File: config.mk
export PLATFORM = sky130hd
export DESIGN_NAME = xor_shared_arbiter
export DESIGN_NICKNAME = d
export VERILOG_FILES = /design/src/rtl/xor_shared_arbiter.sv
export SDC_FILE = /design/constraint.sdc
export NUM_CORES = 1
export LEC_CHECK = 0
export ABC_AREA = 1
export ABC_CLOCK_PERIOD_IN_PS = 2200
export BUFFER_PORTS_ARGS = -buffer_cell sky130_fd_sc_hd__buf_2
export CELL_PAD_IN_SITES_DETAIL_PLACEMENT = 1
export CELL_PAD_IN_SITES_GLOBAL_PLACEMENT = 1
export CORE_MARGIN = 1.5
export CORE_UTILIZATION = 28
export CTS_BUF_LIST = sky130_fd_sc_hd__clkbuf_8
export DETAILED_ROUTE_END_ITERATION = 12
export PLACE_DENSITY = 0.81
export SLEW_MARGIN = 20
export SYNTH_ARGS = -nofsm -noshare
export SYNTH_HDL_FRONTEND = slang
export SYNTH_SLANG_ARGS = --single-unit
export TNS_END_PERCENT = 30
File: constraint.sdc
create_clock -name clk -period 2.2 [get_ports clk]
set_input_delay 0.22 -clock clk [delete_from_list [all_inputs] [get_ports clk]]
set_output_delay 0.22 -clock clk [all_outputs]
set_load 0.005 [all_outputs]
File: src/rtl/xor_shared_arbiter.sv
// Round-robin arbiter that shares one W-bit XOR datapath between NREQ requesters.
// One grant at a time; the registered result is held until the consumer accepts it.
module xor_shared_arbiter #(
  parameter  int NREQ = 4,
  parameter  int W    = 6,
  localparam int IDW  = $clog2(NREQ)
) (
  input  logic                clk,
  input  logic                rst,
  input  logic [NREQ-1:0]     req_valid,
  output logic [NREQ-1:0]     req_ready,
  input  logic [NREQ*W-1:0]   req_x,
  input  logic [NREQ*W-1:0]   req_y,
  output logic                rsp_valid,
  output logic [IDW-1:0]      rsp_id,
  output logic [W-1:0]        rsp_z,
  input  logic                rsp_ready
);

  typedef enum logic {IDLE, RESP} state_t;

  state_t         state_q, state_d;
  logic [IDW-1:0] rr_q, rr_d;
  logic           rsp_valid_q, rsp_valid_d;
  logic [IDW-1:0] rsp_id_q, rsp_id_d;
  logic [W-1:0]   rsp_z_q, rsp_z_d;

  logic           any_hi, any_lo, found;
  logic [IDW-1:0] hi_idx, lo_idx, gnt;
  logic [W-1:0]   sel_x, sel_y;

  // Lowest request at/above rr_q wins; otherwise wrap to the lowest request overall.
  always_comb begin
    any_hi = 1'b0;
    any_lo = 1'b0;
    hi_idx = '0;
    lo_idx = '0;
    for (int i = NREQ - 1; i >= 0; i--) begin
      if (req_valid[i]) begin
        any_lo = 1'b1;
        lo_idx = IDW'(i);
        if (IDW'(i) >= rr_q) begin
          any_hi = 1'b1;
          hi_idx = IDW'(i);
        end
      end
    end
    found = any_hi | any_lo;
    gnt   = any_hi ? hi_idx : lo_idx;
  end

  // Operand mux feeding the single shared XOR.
  always_comb begin
    sel_x = '0;
    sel_y = '0;
    for (int i = 0; i < NREQ; i++) begin
      if (IDW'(i) == gnt) begin
        sel_x = req_x[i*W +: W];
        sel_y = req_y[i*W +: W];
      end
    end
  end

  always_comb begin
    state_d     = state_q;
    rr_d        = rr_q;
    rsp_valid_d = rsp_valid_q;
    rsp_id_d    = rsp_id_q;
    rsp_z_d     = rsp_z_q;
    req_ready   = '0;
    case (state_q)
      IDLE: begin
        if (found) begin
          for (int i = 0; i < NREQ; i++) req_ready[i] = (IDW'(i) == gnt);
          rsp_z_d     = sel_x ^ sel_y;
          rsp_id_d    = gnt;
          rsp_valid_d = 1'b1;
          rr_d        = (gnt == IDW'(NREQ - 1)) ? '0 : gnt + 1'b1;
          state_d     = RESP;
        end
      end
      RESP: begin
        if (rsp_ready) begin
          rsp_valid_d = 1'b0;
          state_d     = IDLE;
        end
      end
      default: state_d = IDLE;
    endcase
    if (rst) req_ready = '0;
  end

  always_ff @(posedge clk) begin
    if (rst) begin
      state_q     <= IDLE;
      rr_q        <= '0;
      rsp_valid_q <= 1'b0;
      rsp_id_q    <= '0;
      rsp_z_q     <= '0;
    end else begin
      state_q     <= state_d;
      rr_q        <= rr_d;
      rsp_valid_q <= rsp_valid_d;
      rsp_id_q    <= rsp_id_d;
      rsp_z_q     <= rsp_z_d;
    end
  end

  assign rsp_valid = rsp_valid_q;
  assign rsp_id    = rsp_id_q;
  assign rsp_z     = rsp_z_q;

endmodule

==> impl_metrics.env, run 1 <==
export IMPL_antenna_found_initial=0
export IMPL_ys_seq_elements=12
export IMPL_p_leak_nw=0.966
export IMPL_final_hold_viol_count=0
export IMPL_cts_buffers=3
export IMPL_max_clock_freq_ghz=0.499
export IMPL_drtAntennaViolNets=0
export IMPL_dp_cells=318
export IMPL_n_antenna_cell=0
export IMPL_cts_clk_slew_worst_paths_ns=0.06
export IMPL_ys_types=19
export IMPL_routed_wl_um=3480
export IMPL_worst_ep_required_time_ns=1.98
export IMPL_dieArea_mm2=0.00452
export IMPL_cp_cell_sequence="inv_1, nand3_1, o21ai_0, nor2_1, nand2_1, nand2_2, inv_2, ha_4, inv_1, nor2_1, buf_2"
export IMPL_drive_gt1_share_pct=32.6
export IMPL_clk_path_buf_depth=2
export IMPL_ys_seq_area_share_pct=20.8
export IMPL_dieWidth_um=67.2
export IMPL_dp_hpwl_um=2920
export IMPL_cp_slowest_stage_delay_ns=0.33
export IMPL_clock_sinks=12
export IMPL_die_y_um=67.2
export IMPL_first_pass_iters=3
export IMPL_grt_usage_pct=15.3
export IMPL_core_mm2=0.00397
export IMPL_drt_iter0_drc=40
export IMPL_crit_type="flop to output port"
export IMPL_grt_pass1_wl_um=5420
export IMPL_syn_area_per_cell_um2=5.66
export IMPL_grt_max_degree=18
export IMPL_routed_via_density=4.48
export IMPL_hold_path_class="input port to flop"
export IMPL_synthesis_area_mm2=0.00115
export IMPL_synthesis_nets=263
export IMPL_finalSetupViolCount=0
export IMPL_drv_cap=0
export IMPL_hold_ws_ns=0.264
export IMPL_drc=0
export IMPL_h_tree_depth=1
export IMPL_yosysWarnings=0
export IMPL_initial_utilization_pct=29.1
export IMPL_vdd_drop_max_mv=0.171
export IMPL_min_period_ns=2.00
export IMPL_slowest_stage="dfxtp_2"
export IMPL_path_max_fanout=8
export IMPL_post_route_period_util_pct=91.1
export IMPL_finalMaxSlewViolations=0
export IMPL_tritoncts="yes"
export IMPL_arrival_ns=1.78
export IMPL_nets=333
export IMPL_io_pins=68
export IMPL_cts_root_buffer_cell="clkbuf_8"
export IMPL_gp_congestion=0.789
export IMPL_fin_worst_skew_ns=0.00305
export IMPL_syn_inst=204
export IMPL_area_delta_synth_final_pct=41.5
export IMPL_grt_pass1_vias=1357
export IMPL_clkLatencyLatePin_ns=0.24
export IMPL_cp_start_kind="flop"
export IMPL_detail_route_wl_per_cell_um=10.8
export IMPL_end_kind="output port"
export IMPL_io_buffers=67
export IMPL_rows=23
export IMPL_overflow=0
export IMPL_vias=1448
export IMPL_status="complete, no violations"
export IMPL_pwr_density_cell_mw_per_mm2=563
export IMPL_worstMarginPinSlew_ns=0.225
export IMPL_rsz0062_at_grt="no"
export IMPL_relSlewSlack_pct=84.8
export IMPL_fin_tns_setup_ns=0
export IMPL_finalNonFillerCells=323
export IMPL_ctsHoldBuffers=0
[state kept, by name, indices dropped and copies added, names as in the netlist]
signal	flops
rsp_id	2
rsp_valid	1
rsp_z	6
rr_q	2
state_q	1
[cells in the final DEF (no fill, tap or decap)]
cell type / count
clkbuf_8: 4
o21ai_0: 10
xnor2_1: 6
nand3_1: 20
a21oi_1: 15
o21a_1: 1
clkinvlp_4: 1
a21oi_2: 3
a31o_2: 1
ha_1: 1
nand2_1: 63
inv_1: 44
ha_4: 3
buf_4: 1
nand3_2: 1
dfxtp_2: 1
dfxtp_1: 11
nor2_8: 1
buf_2: 67
nand2_4: 1
nand2_2: 1
nor2_1: 12
nor2_2: 1
o21ai_1: 1
inv_2: 3
[layer usage]
| layer | wire (µm) | GRT usage (%) | part of all wire [%] |
|---|---|---|---|
| met1 | 1470 | 16.6 | 42 |
| met2 | 1820 | 31.4 | 52 |
| met3 | 186 | 2.50 | 5.3 |
| met4 | 11 | 1.53 | 0.32 |
| met5 | 0 | 0 | 0 |
[cells by family after synthesis]
kind of cell               share of synthesized area [%]
xor gates and xnor gates                            4.55
and+or+nand+nor                                     37.5
DFF                                                 20.8
adders and majority gates                           4.33
buffers and inverters                               17.9
AOI/OAI and AO/OA                                   15.0
[worst max-delay path, delay by kind of cell (launching register included)]
family / cells / cell delay (ns)
DFF: 1 / 0.33
AOI/OAI and AO/OA: 1 / 0.12
adders and majority gates: 1 / 0.22
and+or+nand+nor: 5 / 0.47
buffers and inverters: 4 / 0.39
[metrics by stage]
| step | worst slack, ns | utilization, % | total power [W] | cell area, µm² |
|---|---|---|---|---|
| after floorplan | 0.477 | - | 0.000514 | 1150 |
| after global placement | 0.239 | 38.4 | 0.000637 | 1530 |
| after detailed placement | 0.140 | 38.4 | 0.000648 | 1530 |
| after CTS | 0.00618 | 39.9 | 0.000901 | 1590 |
| after global routing | 0.0114 | 41.1 | 0.000997 | 1630 |
| final | 0.195 | 41.1 | 0.000919 | 1630 |
[cells in the mapped netlist (all sizes together)]
library cell | instances | area, µm²
a21oi | 18 | 101
a31o | 1 | 8.76
buf | 2 | 22.5
clkbuf | 1 | 3.75
dfxtp | 12 | 240
ha | 4 | 50.1
inv | 48 | 180
nand2 | 65 | 251
nand3 | 21 | 110
nor2 | 14 | 71.3
o21a | 1 | 7.51
o21ai | 11 | 55.1
xnor2 | 6 | 52.6
[path summary, 6_finish.rpt]
kind	from	end	slack, ns	depth (start not counted)
max reg2reg	rr_q[1]	rsp_z[0]	0.33	14
min reg2reg	rsp_valid	rsp_valid	0.46	1
max	rr_q[1]	req_ready[1]	0.20	11
min	rsp_ready	rsp_valid	0.26	3
[final cells by class]
cell class              count  area (µm²)
clock buffers               4        55.1
fillers                   571        2340
inverters                  48         184
multi-input cells         141         748
flip-flops and latches     12         241
well taps                  50        62.6
repair buffers             68         343
[power by group]
part / leakage, nW / internal, W / switching (W) / total, W
registers: 0.0997 / 0.000248 / 0.0000157 / 0.000264
clock network: 0.0288 / 0.000158 / 0.0000866 / 0.000245
logic: 0.838 / 0.000178 / 0.000233 / 0.000410
total: 0.966 / 0.000585 / 0.000335 / 0.000919
[what timing repair did]
item / CTS / global route
setup buffers: 0 / 1
endpoints found under the setup margin: 2 / 7
gates resized for setup: 2 / 10
cloned: 0 / 0
(Power assumes the default switching activity.)
==> run 2, diff against run 1 <==
--- a/config.mk
+++ b/config.mk
@@ -5,16 +5,15 @@
 export SDC_FILE = /design/constraint.sdc
 export NUM_CORES = 1
 export LEC_CHECK = 0
-export ABC_AREA = 1
 export ABC_CLOCK_PERIOD_IN_PS = 2200
 export BUFFER_PORTS_ARGS = -buffer_cell sky130_fd_sc_hd__buf_2
 export CELL_PAD_IN_SITES_DETAIL_PLACEMENT = 1
 export CELL_PAD_IN_SITES_GLOBAL_PLACEMENT = 1
 export CORE_MARGIN = 1.5
-export CORE_UTILIZATION = 28
+export CORE_UTILIZATION = 29
 export CTS_BUF_LIST = sky130_fd_sc_hd__clkbuf_8
 export DETAILED_ROUTE_END_ITERATION = 12
-export PLACE_DENSITY = 0.81
+export PLACE_DENSITY_LB_ADDON = 0.1
 export SLEW_MARGIN = 20
 export SYNTH_ARGS = -nofsm -noshare
 export SYNTH_HDL_FRONTEND = slang
==> impl_metrics.env, run 2 <==
export IMPL_die_y_um=61.7
export IMPL_synthFlopType="dfxtp_1"
export IMPL_holdPathStages=4
export IMPL_worst_ep_required_time_ns=2.37
export IMPL_r2r_end="rsp_z[5]"
export IMPL_final_fill_count=445
export IMPL_p_leak_nw=0.706
export IMPL_dp_cells=235
export IMPL_drt_iter0_drc=30
export IMPL_cts_root_buffer_cell="clkbuf_8"
export IMPL_cts_buffers=3
export IMPL_min_period_ns=2.06
export IMPL_post_route_period_util_pct=93.6
export IMPL_grt_pass1_wl_um=4640
export IMPL_yosysWarnings=0
export IMPL_ys_seq_area_share_pct=24.1
export IMPL_final_hold_viol_count=0
export IMPL_worst_slack_ns=0.140
export IMPL_routed_via_density=4.55
export IMPL_worstMarginPinSlew_ns=0.373
export IMPL_n_antenna_cell=0
export IMPL_pwr_density_cell_mw_per_mm2=551
export IMPL_nets=253
export IMPL_finalSetupViolCount=0
export IMPL_largest_reg_flops=6
export IMPL_cp_start_kind="flop"
export IMPL_ys_seq_elements=12
export IMPL_first_pass_iters=4
export IMPL_synth_common_cells="xnor2_1, dfxtp_1, a21oi_1"
export IMPL_r2r_start="rr_q[0]"
export IMPL_synthesis_nets=181
export IMPL_grt_max_degree=14
export IMPL_drtAntennaViolNets=0
export IMPL_tritoncts="yes"
export IMPL_ys_types=29
export IMPL_regToRegSetupSlack_ns=0.14
export IMPL_h_tree_depth=1
export IMPL_relSlewSlack_pct=75.1
export IMPL_drv_cap=0
export IMPL_max_clock_freq_ghz=0.486
export IMPL_synth_top_area_share_pct=24.1
export IMPL_rsz0062_at_grt="no"
export IMPL_cts_clk_slew_worst_paths_ns=0.05
export IMPL_syn_inst=122
export IMPL_clkLatencyLatePin_ns=0.24
export IMPL_clock_sinks=12
export IMPL_slowest_stage="or3b_4"
export IMPL_fin_tns_setup_ns=0
export IMPL_min_from="rsp_ready"
export IMPL_whs_endpoint="state_q"
export IMPL_grt_pass1_vias=1102
export IMPL_core_mm2=0.00331
export IMPL_dp_hpwl_um=2420
export IMPL_area_delta_synth_final_pct=47.6
export IMPL_vdd_drop_max_mv=0.170
export IMPL_crit_buf_inv=1
export IMPL_initial_utilization_pct=30.2
export IMPL_gp_congestion=0.748
export IMPL_layout_commonest_cell="buf_2"
export IMPL_arrival_ns=2.23
export IMPL_layout_common_cells="buf_2, xnor2_1, dfxtp_1"
export IMPL_hold_path_class="input port to flop"
export IMPL_grt_usage_pct=16.3
export IMPL_fin_worst_skew_ns=0.000507
export IMPL_synthArstFlopShare_pct=0
export IMPL_cp_cell_sequence="nor2b_1, or2_2, o22ai_2, inv_1, ha_1, or3b_4, o2bb2ai_1, o31ai_1, a21oi_1"
export IMPL_dieArea_mm2=0.00380
export IMPL_drc=0
export IMPL_path_max_fanout=6
export IMPL_dp_slack_ns=0.000828
export IMPL_fin_util_pct=44.5
export IMPL_r2r_cells=9
export IMPL_end_kind="flop"
export IMPL_detail_route_wl_per_cell_um=12.0
export IMPL_status="complete, no violations"
export IMPL_overflow=0
export IMPL_crit_type="flop to flop"
export IMPL_finalNonFillerCells=238
export IMPL_syn_area_per_cell_um2=8.18
export IMPL_yosysTopAreaCell="dfxtp_1"
export IMPL_io_buffers=67
export IMPL_cp_slowest_stage_delay_ns=0.44
export IMPL_io_pins=68
export IMPL_clk_path_buf_depth=2
export IMPL_antenna_found_initial=0
export IMPL_vias=1084
export IMPL_synth_edff_count=0
export IMPL_drive_gt1_share_pct=45.3
export IMPL_dieWidth_um=61.7
export IMPL_routed_wl_um=2850
export IMPL_hold_ws_ns=0.273
export IMPL_ctsHoldBuffers=0
export IMPL_crit_family="simple AND/OR/NAND/NOR gates"
export IMPL_rows=21
export IMPL_finalMaxSlewViolations=0
export IMPL_synthesis_area_um2=998
export IMPL_yosysMostFrequentCell="xnor2_1"
export IMPL_synthTopCellsByArea="dfxtp_1, xnor2_1, a21oi_1, a211oi_1, o2bb2ai_1"
-- run 2: cell types whose count changed after synthesis, sizes merged, moves of 5 or more --
cell	delta
o2bb2ai	+6
a211oi	+7
o21ai	-11
xnor2	+12
and2	+5
xor2	+6
nand3	-21
inv	-45
o31ai	+6
nand2	-55
a21oi	-7
-- run 2: power by group --
part	internal (W)	switching (W)	leakage [nW]
combinational	0.000179	0.000165	0.586
sequential	0.000248	0.0000221	0.0991
clock	0.000120	0.0000776	0.0216
-- run 2: cell families (layout without fill, tap and decap cells) --
logic type | count (synthesis) | in the layout | share of synthesized area, %
buffers and inverters | 9 | 79 | 4.26
flip-flops | 12 | 12 | 24.1
AO/OA/AOI/OAI | 35 | 35 | 24.8
XOR/XNOR | 24 | 24 | 21.1
AND/OR/NAND/NOR | 38 | 38 | 20.8
adder cells (fa/ha/maj) | 4 | 4 | 5.01
-- run 2: how the worst max path moves through the flow --
stage,from,cells after the start,to
floorplan,rr_q[0],11,rsp_z[5]
global placement,req_valid[2],10,rsp_z[4]
detailed placement,req_valid[2],10,rsp_z[4]
CTS,rr_q[0],9,rsp_z[4]
global route,rr_q[0],9,rsp_z[5]
finish,rr_q[0],9,rsp_z[5]
-- run 2: routing by layer --
| metal | routed length (µm) | vias to the layer above | global-route usage, % |
|---|---|---|---|
| met1 | 1380 | 471 | 23.2 |
| met5 | 0 | - | 0 |
| met4 | 47 | 0 | 5.47 |
| met3 | 148 | 5 | 1.89 |
| met2 | 1280 | 46 | 25.3 |
| li1 | - | 562 | - |
-- run 2: timing repair --
action,in CTS,in global routing
setup endpoints to repair,0,7
endpoints found under the hold margin,0,0
resized for setup,0,6
setup buffers,0,0
-- run 2: area by class of cell --
class                   instances  area, µm²  share of cell area [%]
multi-input cells             101        743                    50.4
repair buffers                 73        380                    25.8
flip-flops and latches         12        240                    16.3
well taps                      46       57.6                    3.90
clock buffers                   3       41.3                    2.80
inverters                       3       11.3                   0.764
-- run 2: worst reg2reg max path, stage by stage, from the launching register on --
cell and delay, ns:
dfxtp_1 0.36, nor2b_1 0.07, or2_2 0.29, o22ai_2 0.12, inv_1 0.10, ha_1 0.20
or3b_4 0.44, o2bb2ai_1 0.21, o31ai_1 0.09, a21oi_1 0.12
-- run 2: metrics by stage --
stage / power [W] / cell area [µm²]
global route: 0.000880 / 1470
CTS: 0.000812 / 1450
finish: 0.000812 / 1470
floorplan: 0.000464 / 1000
detailed placement: 0.000608 / 1410
global placement: 0.000601 / 1410
==> run 3, diff against run 2 <==
--- a/config.mk
+++ b/config.mk
@@ -10,8 +10,7 @@
 export CELL_PAD_IN_SITES_DETAIL_PLACEMENT = 1
 export CELL_PAD_IN_SITES_GLOBAL_PLACEMENT = 1
 export CORE_MARGIN = 1.5
-export CORE_UTILIZATION = 29
-export CTS_BUF_LIST = sky130_fd_sc_hd__clkbuf_8
+export CORE_UTILIZATION = 28
 export DETAILED_ROUTE_END_ITERATION = 12
 export PLACE_DENSITY_LB_ADDON = 0.1
 export SLEW_MARGIN = 20
==> impl_metrics.env, run 3 (same netlist as run 2, synthesis figures left out) <==
export IMPL_rows=21
export IMPL_drv_cap=0
export IMPL_drive_gt1_share_pct=45.1
export IMPL_detail_route_wl_per_cell_um=11.9
export IMPL_grt_usage_pct=15.5
export IMPL_core_mm2=0.00339
export IMPL_clkLatencyLatePin_ns=0.28
export IMPL_fin_area_mm2=0.00147
export IMPL_grt_pass1_vias=1190
export IMPL_multi_input_area_um2=741
export IMPL_seq_power_share_pct=34.0
export IMPL_arrival_ns=2.29
export IMPL_final_hold_viol_count=0
export IMPL_worst_ep_required_time_ns=2.41
export IMPL_power_frac_comb_pct=43.6
export IMPL_initial_utilization_pct=29.5
export IMPL_p_switching_w=0.000264
export IMPL_pwr_density_cell_mw_per_mm2=539
export IMPL_cts_root_buffer_cell="clkbuf_4"
export IMPL_post_route_period_util_pct=94.8
export IMPL_relSlewSlack_pct=75.5
export IMPL_grt_max_degree=14
export IMPL_drt_iter0_drc=29
export IMPL_clock_sinks=12
export IMPL_met1_usage_pct=19.3
export IMPL_dieArea_mm2=0.00393
export IMPL_worstMarginPinSlew_ns=0.366
export IMPL_layout_common_cells="buf_2, xnor2_1, dfxtp_1"
export IMPL_hold_path_class="input port to flop"
export IMPL_crit_type="flop to flop"
export IMPL_area_delta_synth_final_pct=46.9
export IMPL_drc=0
export IMPL_final_fill_count=428
export IMPL_rsz0062_at_grt="yes"
export IMPL_fin_worst_skew_ns=0.00652
export IMPL_h_tree_depth=1
export IMPL_overflow=0
export IMPL_gp_congestion=0.712
export IMPL_routed_via_density=4.63
export IMPL_largest_reg_flops=6
export IMPL_slowest_stage="or3b_4"
export IMPL_end_kind="flop"
export IMPL_first_pass_iters=4
export IMPL_routed_wl_um=2860
export IMPL_fin_tns_setup_ns=0
export IMPL_clk_path_buf_depth=2
export IMPL_nets=253
export IMPL_cts_clk_slew_worst_paths_ns=0.08
export IMPL_dp_hpwl_um=2450
export IMPL_path_max_fanout=6
export IMPL_intPower_w=0.000527
export IMPL_busiest_layer="met2"
export IMPL_max_clock_freq_ghz=0.479
export IMPL_power_frac_clock_pct=22.4
export IMPL_layout_commonest_cell="buf_2"
export IMPL_hold_ws_ns=0.229
export IMPL_dieWidth_um=62.7
export IMPL_grt_pass1_wl_um=4970
export IMPL_io_pins=68
export IMPL_place_area_mm2=0.00141
export IMPL_finalSetupViolCount=0
export IMPL_cts_buffers=3
export IMPL_vias=1107
export IMPL_grtUsageMet3_pct=0.721
export IMPL_cp_slowest_stage_delay_ns=0.42
export IMPL_cp_start_kind="flop"
export IMPL_die_y_um=62.7
export IMPL_seqCellArea_um2=240
export IMPL_vdd_drop_max_mv=0.152
export IMPL_min_period_ns=2.09
export IMPL_io_buffers=67
export IMPL_p_leak_nw=0.704
export IMPL_tritoncts="yes"
export IMPL_drtAntennaViolNets=0
export IMPL_antenna_found_initial=0
export IMPL_gr_usage_met2_pct=27.4
export IMPL_cp_cell_sequence="nand2b_1, nor2b_1, o22ai_2, buf_4, ha_1, or3b_4, o2bb2ai_1, o31ai_1, a21oi_1"
export IMPL_ctsHoldBuffers=0
export IMPL_finalMaxSlewViolations=0
export IMPL_swShare_pct=33.4
export IMPL_cts_setup_buffers=0
export IMPL_status="complete, no violations"
export IMPL_n_antenna_cell=0
## run 3: cell types whose count changed in the layout (fill, tap and decap cells not counted)
cell      previous run  this run
clkbuf_4             0         3
clkbuf_8             3         1
nor2b_1              2         3
nor2b_2              1         0
## run 3: layer usage
| layer | share of wire, % | vias to the layer above | routed length [µm] |
|---|---|---|---|
| met1 | 46 | 494 | 1320 |
| met3 | 5.1 | 4 | 147 |
| li1 | - | 563 | - |
| met4 | 1.8 | 0 | 51 |
| met5 | 0 | - | 0 |
| met2 | 47 | 46 | 1340 |
## run 3: area by class of cell
cell class / instances / share of cell area (%)
timing repair buffer: 73 / 25.9
inverter: 3 / 0.768
clock buffer: 4 / 2.47
multi-input combinational: 101 / 50.5
sequential: 12 / 16.4
tap: 46 / 3.92
## run 3: stage by stage
step,setup WS (ns),total power [W],utilization (%),instances
after floorplan,0.0807,0.000464,-,122
after global placement,0.0382,0.000600,41.6,235
after detailed placement,-0.0173,0.000607,41.6,235
after CTS,0.0182,0.000789,42.7,239
after global routing,-0.0292,0.000854,43.3,239
final,0.114,0.000791,43.3,239
## run 3: critical path, delay by kind of cell (launching register included)
| kind | cells | cell delay [ns] |
|---|---|---|
| AND/OR/NAND/NOR | 3 | 0.78 |
| flip-flops | 1 | 0.36 |
| AO/OA/AOI/OAI | 4 | 0.50 |
| buffers and inverters | 1 | 0.16 |
| adder cells (fa/ha/maj) | 1 | 0.21 |
## run 3: worst paths after layout
kind	from	end	slack, ns	depth (start not counted)
setup / recovery	rr_q[0]	rsp_z[3]	0.11	9
hold / removal	rsp_ready	state_q	0.23	4
setup reg to reg	rr_q[0]	rsp_z[3]	0.11	9
hold reg to reg	rsp_z[5]	rsp_z[5]	0.45	2
## run 3: timing repair
action | CTS | global route
endpoints found under the hold margin | 0 | 0
endpoints found under the setup margin | 1 | 7
gates resized for setup | 1 | 4
pin swaps | 0 | 0
## run 3: power by group through the flow
stage               Clock [W]  Combinational [W]  Sequential [W]
global placement            0           0.000328        0.000272
global route         0.000193           0.000386        0.000274
floorplan                   0           0.000195        0.000269
CTS                  0.000183           0.000337        0.000269
finish               0.000177           0.000345        0.000269
detailed placement          0           0.000333        0.000274
